## src/rtl/mips_pkg.sv

```systemverilog
// Shared definitions for the MIPS32 5-stage core pipeline registers.
//   WORD_W      : datapath / PC width default
//   REG_ADDR_W  : architectural register specifier width
//   ALU_OP_W    : ALU operation code width default
//   alu_op_e    : ALU operation encodings produced by the decoder
//   ctrl_t      : single-bit control bundle carried from ID into EX
//   BUBBLE      : control bundle of a squashed/stalled slot (a NOP)
package mips_pkg;

  localparam int unsigned WORD_W     = 32;
  localparam int unsigned REG_ADDR_W = 5;
  localparam int unsigned ALU_OP_W   = 4;

  typedef enum logic [ALU_OP_W-1:0] {
    ALU_ADD = 4'h0,
    ALU_SUB = 4'h1,
    ALU_AND = 4'h2,
    ALU_OR  = 4'h3,
    ALU_XOR = 4'h4,
    ALU_NOR = 4'h5,
    ALU_SLT = 4'h6,
    ALU_SLL = 4'h7,
    ALU_SRL = 4'h8,
    ALU_SRA = 4'h9,
    ALU_LUI = 4'hA
  } alu_op_e;

  typedef struct packed {
    logic reg_write;
    logic mem_to_reg;
    logic mem_read;
    logic mem_write;
    logic alu_src;
  } ctrl_t;

  localparam ctrl_t BUBBLE = '0;

  // Destination register: rd for R-type, rt for I-type.
  function automatic logic [REG_ADDR_W-1:0] sel_write_reg(
    input logic                  reg_dst,
    input logic [REG_ADDR_W-1:0] rd,
    input logic [REG_ADDR_W-1:0] rt
  );
    return reg_dst ? rd : rt;
  endfunction

endpackage

```

## src/rtl/load_use_hazard_detect.sv

```systemverilog
// Load-use hazard detection for the ID/EX boundary (purely combinational).
//   ex_valid, ex_mem_read, ex_write_reg_addr : instruction currently in EX
//   id_valid, id_rs, id_rt, id_uses_rt       : instruction currently in ID
//   flush, ext_stall                         : higher-priority pipeline events
//   hazard          : raw dependency of ID on a load in EX
//   load_use_stall  : a bubble is inserted on this edge
//   pc_write        : PC may advance
//   if_id_write     : IF/ID may load
module load_use_hazard_detect
  import mips_pkg::*;
(
  input  logic                  ex_valid,
  input  logic                  ex_mem_read,
  input  logic [REG_ADDR_W-1:0] ex_write_reg_addr,
  input  logic                  id_valid,
  input  logic                  id_uses_rt,
  input  logic [REG_ADDR_W-1:0] id_rs,
  input  logic [REG_ADDR_W-1:0] id_rt,
  input  logic                  flush,
  input  logic                  ext_stall,
  output logic                  hazard,
  output logic                  load_use_stall,
  output logic                  pc_write,
  output logic                  if_id_write
);

  logic rs_match;
  logic rt_match;

  always_comb begin
    rs_match = (ex_write_reg_addr == id_rs);
    rt_match = id_uses_rt && (ex_write_reg_addr == id_rt);
    // $0 is hardwired, so a load targeting it never creates a dependency.
    hazard = ex_valid && ex_mem_read && (ex_write_reg_addr != '0) &&
             id_valid && (rs_match || rt_match);
    // A flush already squashes the ID instruction, and a freeze holds
    // everything, so neither needs a load-use bubble.
    load_use_stall = hazard && !flush && !ext_stall;
    pc_write       = !ext_stall && !load_use_stall;
    if_id_write    = !ext_stall && !load_use_stall;
  end

endmodule

```

## src/rtl/id_ex_stage_reg.sv

```systemverilog
// ID/EX pipeline register with integrated load-use hazard detection.
//   clk, reset (sync, active-high), ext_stall (freeze), flush (squash ID)
//   id_*   : decoded control, operands and register specifiers from ID
//   pc_write, if_id_write, load_use_stall : hazard outputs to IF/ID
//   ex_*   : registered values presented to EX and the forwarding unit
//   bubble_count : saturating count of load-use bubbles inserted
module id_ex_stage_reg
  import mips_pkg::*;
#(
  parameter int unsigned DATA_W  = WORD_W,
  parameter int unsigned ALUOP_W = ALU_OP_W,
  parameter int unsigned CNT_W   = 16
) (
  input  logic               clk,
  input  logic               reset,
  input  logic               ext_stall,
  input  logic               flush,
  input  logic               id_valid,
  input  logic               id_reg_write,
  input  logic               id_mem_to_reg,
  input  logic               id_mem_read,
  input  logic               id_mem_write,
  input  logic               id_alu_src,
  input  logic               id_reg_dst,
  input  logic               id_uses_rt,
  input  logic [ALUOP_W-1:0] id_alu_op,
  input  logic [DATA_W-1:0]  id_pc_plus4,
  input  logic [DATA_W-1:0]  id_rs_data,
  input  logic [DATA_W-1:0]  id_rt_data,
  input  logic [DATA_W-1:0]  id_imm_ext,
  input  logic [4:0]         id_rs,
  input  logic [4:0]         id_rt,
  input  logic [4:0]         id_rd,
  input  logic [4:0]         id_shamt,
  output logic               pc_write,
  output logic               if_id_write,
  output logic               load_use_stall,
  output logic               ex_valid,
  output logic               ex_reg_write,
  output logic               ex_mem_to_reg,
  output logic               ex_mem_read,
  output logic               ex_mem_write,
  output logic               ex_alu_src,
  output logic [ALUOP_W-1:0] ex_alu_op,
  output logic [DATA_W-1:0]  ex_pc_plus4,
  output logic [DATA_W-1:0]  ex_rs_data,
  output logic [DATA_W-1:0]  ex_rt_data,
  output logic [DATA_W-1:0]  ex_imm_ext,
  output logic [4:0]         ex_rs,
  output logic [4:0]         ex_rt,
  output logic [4:0]         ex_shamt,
  output logic [4:0]         ex_write_reg_addr,
  output logic [CNT_W-1:0]   bubble_count
);

  ctrl_t ctrl_q;
  ctrl_t id_ctrl;
  logic  hazard;

  always_comb begin
    id_ctrl            = BUBBLE;
    id_ctrl.reg_write  = id_reg_write;
    id_ctrl.mem_to_reg = id_mem_to_reg;
    id_ctrl.mem_read   = id_mem_read;
    id_ctrl.mem_write  = id_mem_write;
    id_ctrl.alu_src    = id_alu_src;
  end

  load_use_hazard_detect u_hazard (
    .ex_valid          (ex_valid),
    .ex_mem_read       (ex_mem_read),
    .ex_write_reg_addr (ex_write_reg_addr),
    .id_valid          (id_valid),
    .id_uses_rt        (id_uses_rt),
    .id_rs             (id_rs),
    .id_rt             (id_rt),
    .flush             (flush),
    .ext_stall         (ext_stall),
    .hazard            (hazard),
    .load_use_stall    (load_use_stall),
    .pc_write          (pc_write),
    .if_id_write       (if_id_write)
  );

  always_ff @(posedge clk) begin
    if (reset) begin
      ex_valid          <= 1'b0;
      ctrl_q            <= BUBBLE;
      ex_alu_op         <= '0;
      ex_pc_plus4       <= '0;
      ex_rs_data        <= '0;
      ex_rt_data        <= '0;
      ex_imm_ext        <= '0;
      ex_rs             <= '0;
      ex_rt             <= '0;
      ex_shamt          <= '0;
      ex_write_reg_addr <= '0;
      bubble_count      <= '0;
    end else if (!ext_stall) begin
      // Operand and specifier fields load unconditionally; in a bubble
      // they are don't-care because every control bit is cleared.
      ex_pc_plus4 <= id_pc_plus4;
      ex_rs_data  <= id_rs_data;
      ex_rt_data  <= id_rt_data;
      ex_imm_ext  <= id_imm_ext;
      ex_rs       <= id_rs;
      ex_rt       <= id_rt;
      ex_shamt    <= id_shamt;
      if (flush || load_use_stall) begin
        ex_valid          <= 1'b0;
        ctrl_q            <= BUBBLE;
        ex_alu_op         <= '0;
        ex_write_reg_addr <= '0;
        if (load_use_stall && (bubble_count != '1)) begin
          bubble_count <= bubble_count + 1'b1;
        end
      end else if (id_valid) begin
        ex_valid          <= 1'b1;
        ctrl_q            <= id_ctrl;
        ex_alu_op         <= id_alu_op;
        ex_write_reg_addr <= sel_write_reg(id_reg_dst, id_rd, id_rt);
      end else begin
        ex_valid          <= 1'b0;
        ctrl_q            <= BUBBLE;
        ex_alu_op         <= '0;
        ex_write_reg_addr <= '0;
      end
    end
  end

  assign ex_reg_write  = ctrl_q.reg_write;
  assign ex_mem_to_reg = ctrl_q.mem_to_reg;
  assign ex_mem_read   = ctrl_q.mem_read;
  assign ex_mem_write  = ctrl_q.mem_write;
  assign ex_alu_src    = ctrl_q.alu_src;

endmodule

```

## config.mk

```make
export PLATFORM = sky130hd
export DESIGN_NAME = id_ex_stage_reg
export DESIGN_NICKNAME = d
export VERILOG_FILES = /design/src/rtl/mips_pkg.sv /design/src/rtl/load_use_hazard_detect.sv /design/src/rtl/id_ex_stage_reg.sv
export SDC_FILE = /design/constraint.sdc
export NUM_CORES = 1
export LEC_CHECK = 0
export ABC_AREA = 1
export CAP_MARGIN = 10
export CELL_PAD_IN_SITES_DETAIL_PLACEMENT = 2
export CELL_PAD_IN_SITES_GLOBAL_PLACEMENT = 2
export CORE_MARGIN = 2
export CORE_UTILIZATION = 22
export CTS_CLUSTER_SIZE = 10
export DETAILED_ROUTE_END_ITERATION = 16
export HOLD_SLACK_MARGIN = 0.06
export PLACE_DENSITY_LB_ADDON = 0.1
export SYNTH_ARGS = -nofsm -noshare
export SYNTH_HDL_FRONTEND = slang
export SYNTH_HIERARCHICAL = 1
export SYNTH_SLANG_ARGS = --single-unit
export TNS_END_PERCENT = 30
```

## constraint.sdc

```tcl
create_clock -name clk -period 4.8 [get_ports clk]
set_input_delay 0.72 -clock clk [delete_from_list [all_inputs] [get_ports clk]]
set_output_delay 0.72 -clock clk [all_outputs]
set_load 0.05 [all_outputs]
```

* Yosys cells after proc, flatten, opt, wreduce, memory -nomap -nowiden
Index checks and enable logic that the tools add are counted.
** Operators by class
- $add $sub $neg :: 1
- $mul :: 0
- Divide/modulo/power cells :: 0
- $lt $le $gt $ge :: 0
- Equal/unequal tests :: 3
- Shifts and indexed selects :: 0
- Multiplexer cells :: 9
- Bitwise gates (word level) :: 1
- Reduce and logical (&&, ||, !) cells :: 16
** Operators with widths (number)
- $mux W5 :: 5
- $add A16 B1 Y16 const B :: 1
- $ne A16 B16 Y1 const B :: 1
- $eq A5 B5 Y1 :: 2
- $logic_and A1 B1 Y1 :: 9
- $mux W4 :: 2
- $reduce_bool A5 Y1 :: 1
- $logic_not A1 Y1 :: 3
- $reduce_and A3 Y1 :: 1
- $logic_or A1 B1 Y1 :: 2
- $mux W1 :: 2
- $not A1 Y1 :: 1
** Word-level totals
- Register bits after elaboration :: 174
- Bits in latches :: 0
- Memory bits (writable) :: 0
- Bits in read-only memories :: 0
- Bits of input ports :: 164
- Output and inout bits :: 177
- Word-level logic and storage cells :: 46
- Memories :: 0

* Depth between registers and ports, before layout
Gate-level depths: netlist of run 1.
- Depth in word-level cells :: 8
- Mapped depth :: 14
- Mapped depth without buffers :: 14

* By module
The synthesis of run 1 kept the hierarchy.
** By module, submodules not included
- id_ex_stage_reg :: instances 1, cells each 858, area each 6472.5 µm², sequential area each 3483.3 µm²
- load_use_hazard_detect :: instances 1, cells each 63, area each 264.0 µm², sequential area each 0.0 µm²

* Least setup slack after synthesis of run 1
No wires, ideal clock.
- Path kind :: register -> output
- From :: register ex_write_reg_addr[2]
- To :: output pc_write
- Data arrival time :: 1785 ps
- Required time :: 4080 ps
- Setup slack :: 2295 ps
- Cell stages (with the launch flop) :: 10
- Buffers on the path :: 1
- Cell sequence :: dfxtp_1 -> nor2_1 -> nor2_1 -> nor2_1 -> nand3_1 -> nand2_1 -> nand3_2 -> nand2_1 -> inv_1 -> buf_4
** On the way
- Word-level cells in the longest chain between the ends :: 8
- Elaborated cells on any way between the ends :: 12
- Classes of those cells :: eq/ne: 2; reduce/logical: 10
** Ends and longest elaborated chain
- start: declaration :: RTL line id_ex_stage_reg.sv:52 : output logic [4:0] ex_write_reg_addr,
- start signal: assignment :: RTL line id_ex_stage_reg.sv:121 : ex_write_reg_addr <= sel_write_reg(id_reg_dst, id_rd, id_rt);
- $eq A5 B5 Y1 or $reduce_bool A5 Y1 (tied branches) :: RTL line load_use_hazard_detect.sv:32, load_use_hazard_detect.sv:34
- $logic_and A1 B1 Y1 (on tied branches) :: RTL line load_use_hazard_detect.sv:32, load_use_hazard_detect.sv:34
- $logic_or A1 B1 Y1 or $logic_and A1 B1 Y1 (tied branches) :: RTL line load_use_hazard_detect.sv:35, load_use_hazard_detect.sv:34
- $logic_and A1 B1 Y1 (*) :: RTL line load_use_hazard_detect.sv:35 : id_valid && (rs_match || rt_match);
- $logic_and A1 B1 Y1 (*) (2 in series) :: RTL line load_use_hazard_detect.sv:38 : load_use_stall = hazard && !flush && !ext_stall;
- $logic_not A1 Y1 (*)
- $logic_and A1 B1 Y1 (*)
- end: declaration :: RTL line id_ex_stage_reg.sv:35 : output logic pc_write,
Every way passes the cells marked *; elsewhere a longest branch is shown, timed or not.

* Final worst setup path of run 1
- From :: input id_rs[4]
- To :: output load_use_stall
** On the way
- Word-level cells in the longest chain between the ends :: 5
** Ends and longest elaborated chain
- start: declaration :: RTL line id_ex_stage_reg.sv:31 : input logic [4:0] id_rs,
- $eq A5 B5 Y1 :: RTL line load_use_hazard_detect.sv:31 : rs_match = (ex_write_reg_addr == id_rs);
- $logic_or A1 B1 Y1 :: RTL line load_use_hazard_detect.sv:35
- $logic_and A1 B1 Y1 :: RTL line load_use_hazard_detect.sv:35
- $logic_and A1 B1 Y1 (2 in series) :: RTL line load_use_hazard_detect.sv:38
- end: declaration :: RTL line id_ex_stage_reg.sv:37 : output logic load_use_stall,
No other way between the ends.

==> metrics.md, run 1 <==
| Metric | Value |
|---|---|
| Status | `finished, final reports clean` |
| Final Power | `3.82 mW` |
| CTS tree | `built` |
| Worst Hold Class | `flip-flop to flip-flop` |
| # fillers | `3498` |
| Post-synthesis to final-layout area growth | `63.4%` |
| GR Overflow Total | `0` |
| Share of layout cells above drive strength 1 | `0.0524` |
| Most frequent cells in the layout | `clkdlybuf4s50_1, nor2_1, dfxtp_1` |
| Area of the mapped netlist | `6730 um^2` |
| # IOs | `341` |
| Dpl ws | `1.15 ns` |
| Site row count | `64` |
| First-pass GRT wire length | `41.4 mm` |
| Crit. End Element | `primary output` |
| Post-route ant nets | `0` |
| Dpl hpwl | `19.8 mm` |
| Skew final | `0.00988 ns` |
| Longest Clk Path Bufs | `2` |
| # clock sinks | `174` |
| DRC violations left | `0` |
| Number of global-route vias before repair | `7264` |
| H-tree levels | `4` |
| Max Fclk | `279 MHz` |
| Hold Path Sink | `ex_alu_op[1]` |
| Total GRT Usage | `0.169` |
| Worst hold path stage count | `2` |
| Post-synthesis net count | `1085` |
| Routed WL | `27.8 mm` |
| Worst Setup Path Type | `input pin to primary output` |
| Startpoint Class | `input pin` |
| Wire per inst | `17.0 um` |
| Worst skew pair latency | `0.43 ns` |
| Final Wtd Congestion | `0.692` |
| Placed cells | `1605` |
| WP data arrival | `2.87 ns` |
| Largest net degree at the start of global routing | `98` |
| PortBufs | `340` |
| Buf+Inv Stages, Crit Path | `3` |
| Die height | `179 um` |
| Finished Cell Area | `11000 um^2` |
| Beginning of the critical path | `id_rs[4]` |
| CTS clk-pin slew, worst paths | `0.07 ns` |
| Worst r2r path cells | `13` |
| CTS root buffer | `clkbuf_16` |
| Final setup TNS | `0 ns` |
| Worst r2r dst | `bubble_count[13]` |
| Fin worst setup slack | `1.21 ns` |
| Core area | `30300 um^2` |
| Worst slew pin tran | `0.952 ns` |
| Via count | `7130` |
| RR Startpoint | `ex_write_reg_addr[4]` |
| Area after DPL | `10400 um^2` |
| Slew Viols, Final | `0` |
| Worst reg2reg setup slack | `2.65 ns` |
| Die Area | `32000 um^2` |
| RSZ-0062 raised after global routing | `no` |
| Final Cycle Share | `0.747` |
| Hold_sp | `ex_alu_op[1]` |
| Rel. slew slack | `0.365` |
| Max_cap viols | `0` |
| Ys Warns | `6` |
| Final Hold Fails | `0` |
| Leak pwr | `4.31 nW` |
| Initial Util | `0.222` |
| # hold bufs at CTS | `0` |
| Routed vias/inst | `4.35` |
| DIE WIDTH | `179 um` |
| Final cell count without fillers | `1638` |
| Final setup vio count | `0` |
| Min cycle time layout | `3.59 ns` |
| Max stage delay on crit path | `0.83 ns` |
| Post-CTS sizing | `0` |
| Avg Cell Area, Syn | `7.32 um^2` |
| Critical Path, Cell by Cell | `clkdlybuf4s50_1 -> inv_1 -> nand2_1 -> nand2_1 -> nor2_1 -> nand3_1 -> nand2_1 -> nand3_2 -> nor2_2 -> clkdlybuf4s50_1` |
| Maximum vdd ir drop | `0.202 mV` |
| Starting DRT DRC Count | `184` |
| Max stage delay cell, worst path | `clkdlybuf4s50_1` |
| Most common cell after layout, fill and taps aside | `clkdlybuf4s50_1` |
| CTS buffer count | `17` |
| Kind of cell adding the most delay to the critical path | `buffers and inverters` |
| Required @ worst endpoint | `4.08 ns` |
| Antenna violations before repair | `1` |
| Synth Instances | `920` |
| Power per cell area | `347 nW/um^2` |
| Nets | `1393` |
| Max FO, Critical Path | `3` |
| CP most frequent cell | `nand2_1` |
| Post-CTS setup buffer count | `0` |
| Drt pass-1 iters | `4` |
through the flow:
stage / util / hold slack (ns)
5_1_grt: 0.362 / 0.493
3_3_place_gp: 0.343 / 0.450
6_report: 0.362 / 0.469
3_5_place_dp: 0.343 / 0.463
4_1_cts: 0.362 / 0.474
2_1_floorplan: - / 0.689
how the worst max path moves through the flow:
| stage | slack (ns) | endpoint | cells after the start |
|---|---|---|---|
| CTS | 1.14 | load_use_stall | 10 |
| global placement | 1.19 | load_use_stall | 10 |
| finish | 1.21 | load_use_stall | 10 |
| floorplan | 2.32 | pc_write | 9 |
| detailed placement | 1.15 | load_use_stall | 10 |
| global route | 1.07 | load_use_stall | 10 |
final cells by class:
cell class / count / area (um^2) / area share
clock inverters: 11 / 135 / 0.0123
inverters: 42 / 164 / 0.0149
flip-flops and latches: 174 / 3480 / 0.317
well taps: 396 / 495 / 0.0450
diodes: 1 / 2.50 / 0.000228
clock buffers: 21 / 450 / 0.0410
multi-input cells: 647 / 2820 / 0.257
repair buffers: 346 / 3450 / 0.313
where the power goes:
group | internal, mW | switching [mW] | leakage, nW
Combinational | 0.312 | 0.508 | 2.60
Sequential | 1.53 | 0.0436 | 1.44
Clock | 0.789 | 0.636 | 0.268
worst register-to-register path: stages (launching register included):
cell,delay [ns]
dfxtp_1,0.42
inv_1,0.11
nand2_1,0.07
nand2_1,0.06
nor2_1,0.11
nand3_1,0.10
nand2_1,0.11
nand3_2,0.11
nor2_2,0.16
nand2_2,0.12
nor2_4,0.44
nand3_1,0.12
nand2_1,0.09
nor2_1,0.04
routing by layer:
metal,GRT usage,up-vias,routed length [um]
li1,-,3525,-
met1,0.203,3385,12000
met2,0.284,206,13100
met3,0.0668,14,2370
met4,0.0400,0,256
met5,0,-,0
Note: power is estimated with default switching activity, not from simulation.
==> run 2, diff against run 1 <==
Settings changed: CORE_UTILIZATION 22 to 18.
Clock period 4.8 ns to 3.2 ns, I/O delays scaled along.
==> run 2 against run 1 <==
Effect of this change:
- non-clock buffer count rose by 3
- die area up 22%
- global-route usage fell by 2.0 points
- clock skew decreased by 0.0037 ns
- critical endpoint unchanged
- largest cell class is now non-clock buffers
- largest power group unchanged
==> metrics.md, run 2 (synthesis gave the netlist of run 1 again) <==
| Metric | Value |
|---|---|
| Worst hold path stage count | `2 (unchanged)` |
| First-pass GRT wire length | `44.1 mm (+6.4%)` |
| Worst skew pair latency | `0.44 ns (about the same)` |
| Fin worst setup slack | `0.739 ns (-0.475 ns)` |
| Power per cell area | `512 nW/um^2 (+48%)` |
| Post-CTS setup buffer count | `0 (unchanged)` |
| CTS buffer count | `17 (unchanged)` |
| Rel. slew slack | `0.559 (+0.193)` |
| PortBufs | `340 (unchanged)` |
| Max Fclk | `406 MHz` |
| DRC violations left | `0 (unchanged)` |
| RSZ-0062 raised after global routing | `no` |
| Final Hold Fails | `0 (unchanged)` |
| Max_cap viols | `0 (unchanged)` |
| CTS root buffer | `clkbuf_16` |
| # hold bufs at CTS | `0 (unchanged)` |
| Longest Clk Path Bufs | `2 (unchanged)` |
| # IOs | `341 (unchanged)` |
| Worst Setup Path Type | `flip-flop to primary output` |
| Share of layout cells above drive strength 1 | `0.0539 (+0.00152)` |
| Switching share of power | `0.306 (-0.00566)` |
| Worst reg2reg setup slack | `0.93 ns (-1.72 ns)` |
| Final Wtd Congestion | `0.688 (-0.64%)` |
| Most frequent cells in the layout | `clkdlybuf4s50_1, nor2_1, dfxtp_1` |
| Die Area | `39000 um^2 (+22%)` |
| Most common cell after layout, fill and taps aside | `clkdlybuf4s50_1` |
| DIE WIDTH | `197 um (+10%)` |
| Status | `finished, final reports clean` |
| Drt pass-1 iters | `4 (unchanged)` |
| Leak pwr | `4.34 nW (+0.68%)` |
| # fillers | `4206 (+20%)` |
| Clock power frac | `0.367 (-0.006)` |
| Final setup TNS | `0 ns (unchanged)` |
| Crit. End Element | `primary output` |
| P_int | `3.95 mW (+50%)` |
| Dpl ws | `0.363 ns (-0.783 ns)` |
| Total GRT Usage | `0.149 (-0.0203)` |
| Starting DRT DRC Count | `262 (+42%)` |
| Die height | `197 um (+10%)` |
| Post-route ant nets | `0 (unchanged)` |
| Worst r2r dst | `bubble_count[14]` |
| Skew final | `0.00620 ns (-0.00368 ns)` |
| Combinational fraction of design power | `0.218 (+0.003)` |
| Max FO, Critical Path | `5 (+2)` |
| Nets | `1396 (+0.22%)` |
| Maximum vdd ir drop | `0.372 mV (+84%)` |
| RR Startpoint | `ex_write_reg_addr[4]` |
| Min cycle time layout | `2.46 ns` |
| Dpl hpwl | `21.3 mm (+7.4%)` |
| Site row count | `70 (+9.4%)` |
| Initial Util | `0.183 (-0.0384)` |
| Routed WL | `29.4 mm (+5.9%)` |
| Post-synthesis to final-layout area growth | `65.1%` |
| WP data arrival | `1.98 ns (-0.89 ns)` |
| # clock sinks | `174 (unchanged)` |
| Via count | `7061 (-0.97%)` |
| Wire per inst | `17.2 um (+1.3%)` |
| Slew Viols, Final | `0 (unchanged)` |
| Final setup vio count | `0 (unchanged)` |
| Sw Pwr | `1.74 mW (+46%)` |
| Hold Path Sink | `ex_alu_op[2]` |
| GR Overflow Total | `0 (unchanged)` |
| Final Power | `5.69 mW (+49%)` |
| Worst r2r path cells | `13 (unchanged)` |
| Finished Cell Area | `11100 um^2 (+1.1%)` |
| Post-CTS sizing | `0 (unchanged)` |
| Sequential power share | `0.415 (+0.003)` |
| CTS clk-pin slew, worst paths | `0.06 ns (about the same)` |
| Antenna violations before repair | `3 (+2)` |
| Final core utilization | `0.303 (-0.0595)` |
| Startpoint Class | `flip-flop` |
| Hold_sp | `ex_alu_op[2]` |
| Area after DPL | `10600 um^2 (+1.4%)` |
| Worst Hold Class | `flip-flop to flip-flop` |
| Required @ worst endpoint | `2.72 ns (-1.36 ns)` |
| H-tree levels | `4 (unchanged)` |
| Routed vias/inst | `4.12 (-5.2%)` |
| Worst slew pin tran | `0.662 ns (-0.290 ns)` |
| Largest net degree at the start of global routing | `80 (-18%)` |
| Core area | `36700 um^2 (+21%)` |
| Final Cycle Share | `0.769` |
| Number of global-route vias before repair | `7353 (+1.2%)` |
| CTS tree | `built` |
[run 2: cell types whose count changed in the layout (fill, tap and decap cells not counted), sizes merged]
cell	before	now
clkinvlp	5	2
clkdlybuf4s50	339	336
buf	7	13
clkbuf	21	25
inv	43	41
[run 2: power groups by stage]
stage / Combinational (mW) / Clock [mW] / Sequential (mW)
finish: 1.24 / 2.09 / 2.36
global route: 1.33 / 2.29 / 2.38
CTS: 1.26 / 2.21 / 2.36
global placement: 1.25 / 0 / 2.41
detailed placement: 1.26 / 0 / 2.41
floorplan: 0.246 / 0 / 2.85
[run 2: critical path, stage by stage (launching register included)]
cell and delay (ns):
dfxtp_1 0.45, inv_1 0.14, nand2_1 0.08, nand2_1 0.05
nor2_1 0.14, nand3_1 0.11, nand2_1 0.10, nand3_2 0.09
nor2_2 0.20, buf_12 0.17
[run 2: metal layers]
| metal | wire (um) | global-route usage |
|---|---|---|
| met2 | 13400 | 0.242 |
| met1 | 13300 | 0.183 |
| met5 | 27 | 0 |
| met3 | 2410 | 0.0625 |
| met4 | 276 | 0.0370 |
[run 2: final cells by class]
cell class | instances | area (um^2) | area share
sequential | 174 | 3480 | 0.313
clock buffer | 25 | 475 | 0.0428
multi-input combinational | 647 | 2820 | 0.254
tap | 468 | 586 | 0.0527
timing repair buffer | 349 | 3500 | 0.315
clock inverter | 6 | 85.1 | 0.00765
antenna | 1 | 2.50 | 0.000225
inverter | 42 | 164 | 0.0147
[run 2: through the flow]
| step | hold WS [ns] | std cells |
|---|---|---|
| 2_1_floorplan | 0.615 | 920 |
| 3_3_place_gp | 0.451 | 1680 |
| 3_5_place_dp | 0.466 | 1680 |
| 4_1_cts | 0.476 | 1711 |
| 5_1_grt | 0.503 | 1712 |
| 6_report | 0.471 | 1712 |
[run 2: worst max-delay path by stage]
| stage | startpoint | end | slack, ns |
|---|---|---|---|
| after CTS | ex_write_reg_addr[4] | load_use_stall | 0.57 |
| after global routing | ex_write_reg_addr[4] | load_use_stall | 0.51 |
| after floorplan | ex_write_reg_addr[4] | bubble_count[11] | 0.78 |
| after detailed placement | id_rs[3] | bubble_count[14] | 0.36 |
| after global placement | id_rs[3] | bubble_count[13] | 0.43 |
| final | ex_write_reg_addr[4] | load_use_stall | 0.74 |
==> run 3, diff against run 2 <==
Clock period 3.2 ns to 2.2 ns, I/O delays scaled along.
==> run 3 against run 2 <==
Effect of this change:
- core utilization is 0.69 points higher
- worst hold slack got worse by 0.25 ns
- clock power rose by 61%
- final cell count grew 0.93%
- non-clock buffer count grew 12
- clock skew increased by 0.0073 ns
- largest power group unchanged
==> metrics.md, run 3 (synthesis gave the netlist of run 1 again) <==
| Metric | Value |
|---|---|
| Placed cells | `1687 (+0.42%)` |
| Final setup TNS | `0 ns (unchanged)` |
| Startpoint Class | `flip-flop` |
| Dpl hpwl | `21.6 mm (+1.3%)` |
| Most common cell after layout, fill and taps aside | `clkdlybuf4s50_1` |
| Max stage delay cell, worst path | `clkdlybuf4s50_1` |
| Final Cycle Share | `0.950` |
| Sequential power share | `0.398 (-0.017)` |
| Worst Setup Path Type | `flip-flop to primary output` |
| PortBufs | `340 (unchanged)` |
| Crit. End Element | `primary output` |
| Kind of cell adding the most delay to the critical path | `buffers and inverters` |
| Worst slew pin tran | `0.671 ns (+0.00944 ns)` |
| Starting DRT DRC Count | `139 (-47%)` |
| Worst r2r path cells | `13 (unchanged)` |
| Final Hold Fails | `0 (unchanged)` |
| Number of global-route vias before repair | `7455 (+1.4%)` |
| # hold bufs at CTS | `0 (unchanged)` |
| Routed vias/inst | `4.18 (+1.4%)` |
| Max stage delay on crit path | `0.86 ns (+0.41 ns)` |
| Min cycle time layout | `2.09 ns` |
| Die height | `197 um (unchanged)` |
| Core area | `36700 um^2 (unchanged)` |
| CTS clk-pin slew, worst paths | `0.07 ns (about the same)` |
| Final hold slack | `0.220 ns (-0.252 ns)` |
| Final cell count without fillers | `1728 (+0.93%)` |
| Clock power frac | `0.390 (+0.023)` |
| CTS root buffer | `clkbuf_16` |
| Max_cap viols | `0 (unchanged)` |
| First-pass GRT wire length | `45.1 mm (+2.3%)` |
| Leak pwr | `4.51 nW (+4.0%)` |
| CTS tree | `built` |
| H-tree levels | `4 (unchanged)` |
| # fillers | `4226 (+0.48%)` |
| Site row count | `70 (unchanged)` |
| Sw Pwr | `2.59 mW (+49%)` |
| Max Fclk | `478 MHz` |
| Post-synthesis to final-layout area growth | `68.9%` |
| CTS buffer count | `17 (unchanged)` |
| WP data arrival | `1.76 ns (-0.22 ns)` |
| Nets | `1408 (+0.86%)` |
| Via count | `7224 (+2.3%)` |
| Share of layout cells above drive strength 1 | `0.0748 (+0.0209)` |
| Most frequent cells in the layout | `clkdlybuf4s50_1, nor2_1, dfxtp_1` |
| DIE WIDTH | `197 um (unchanged)` |
| Die Area | `39000 um^2 (unchanged)` |
| Wire per inst | `17.3 um (+0.65%)` |
| Final setup vio count | `0 (unchanged)` |
| Antenna violations before repair | `3 (unchanged)` |
| Routed WL | `29.9 mm (+1.6%)` |
| Drt pass-1 iters | `4 (unchanged)` |
| Worst reg2reg setup slack | `0.30 ns (-0.63 ns)` |
| # clock sinks | `174 (unchanged)` |
| Worst hold path stage count | `3 (+1)` |
| Hold_sp | `id_rs[0]` |
| Maximum vdd ir drop | `0.543 mV (+46%)` |
| Post-route ant nets | `0 (unchanged)` |
| Worst r2r dst | `ex_write_reg_addr[3]` |
| Largest net degree at the start of global routing | `72 (-10%)` |
| Skew final | `0.0135 ns (+0.00734 ns)` |
| Rel. slew slack | `0.551 (-0.00769)` |
| Final Wtd Congestion | `0.688 (about the same)` |
| Required @ worst endpoint | `1.87 ns (-0.85 ns)` |
| RSZ-0062 raised after global routing | `yes` |
| Combinational fraction of design power | `0.212 (-0.006)` |
| GR Overflow Total | `0 (unchanged)` |
| Initial Util | `0.183 (unchanged)` |
| Status | `finished, final reports clean` |
| DRC violations left | `0 (unchanged)` |
| RR Startpoint | `ex_write_reg_addr[3]` |
| Slew Viols, Final | `0 (unchanged)` |
| Total GRT Usage | `0.153 (+0.00334)` |
| Worst Hold Class | `input pin to flip-flop` |
| Critical Path, Cell by Cell | `clkdlybuf4s50_1` |
| # IOs | `341 (unchanged)` |
| Power per cell area | `758 nW/um^2 (+48%)` |
| Final core utilization | `0.310 (+0.00689)` |
| Max FO, Critical Path | `7 (+2)` |
| Buf+Inv Stages, Crit Path | `1 (-1)` |
| Longest Clk Path Bufs | `2 (unchanged)` |
| Switching share of power | `0.300 (-0.00549)` |
| Worst skew pair latency | `0.44 ns (about the same)` |
| P_int | `6.03 mW (+53%)` |
| Final Power | `8.62 mW (+51%)` |
| Hold Path Sink | `ex_rs[0]` |
==> run 3: cell count changes in the layout (fill, tap and decap cells not counted), sizes merged <==
cell,delta
clkbuf,-2
inv,+1
clkinv,+1
buf,+14
dlymetal6s2s,+4
diode,+3
clkinvlp,-1
clkdlybuf4s50,-6
bufinv,+2
==> run 3: timing repair <==
action,CTS,global route
pin swaps,2,5
gates cloned,0,0
resized for setup,8,9
buffers inserted,1,4
endpoints found under the setup margin,3,4
==> run 3: area by class of cell <==
type | count | area (um^2) | area share
antenna | 4 | 10.0 | 0.000880
inverter | 42 | 164 | 0.0144
multi-input combinational | 647 | 2840 | 0.250
tap | 468 | 586 | 0.0515
sequential | 174 | 3500 | 0.308
clock inverter | 9 | 155 | 0.0136
timing repair buffer | 361 | 3630 | 0.320
clock buffer | 23 | 478 | 0.0420
==> run 3: per-layer routing <==
layer,vias to the layer above,global-route usage,share of wire
met4,0,0.0365,0.012
li1,3557,-,-
met5,-,0,0
met2,199,0.255,0.48
met1,3452,0.185,0.44
met3,16,0.0574,0.075
==> run 3: power by group through the flow <==
stage	Combinational [mW]	Clock [mW]	Sequential, mW
4_1_cts	1.86	3.52	3.44
3_5_place_dp	1.85	0	3.51
3_3_place_gp	1.83	0	3.50
5_1_grt	1.96	3.65	3.46
2_1_floorplan	0.357	0	4.15
6_report	1.82	3.36	3.43
==> run 3: how the worst max path moves through the flow <==
stage,end,depth (start not counted),start
2_1_floorplan,bubble_count[11],13,ex_write_reg_addr[0]
3_3_place_gp,bubble_count[9],14,id_rt[3]
3_5_place_dp,bubble_count[5],14,id_rt[3]
4_1_cts,load_use_stall,10,ex_write_reg_addr[4]
5_1_grt,load_use_stall,10,ex_write_reg_addr[1]
6_report,bubble_count[2],1,bubble_count[2]
==> run 3: through the flow <==
| stage | area (um^2) | worst slack, ns |
|---|---|---|
| detailed placement | 10600 | -0.111 |
| global placement | 10600 | -0.0631 |
| finish | 11400 | 0.109 |
| floorplan | 6740 | 0.0102 |
| CTS | 11300 | 0.00728 |
| global route | 11400 | -0.0255 |
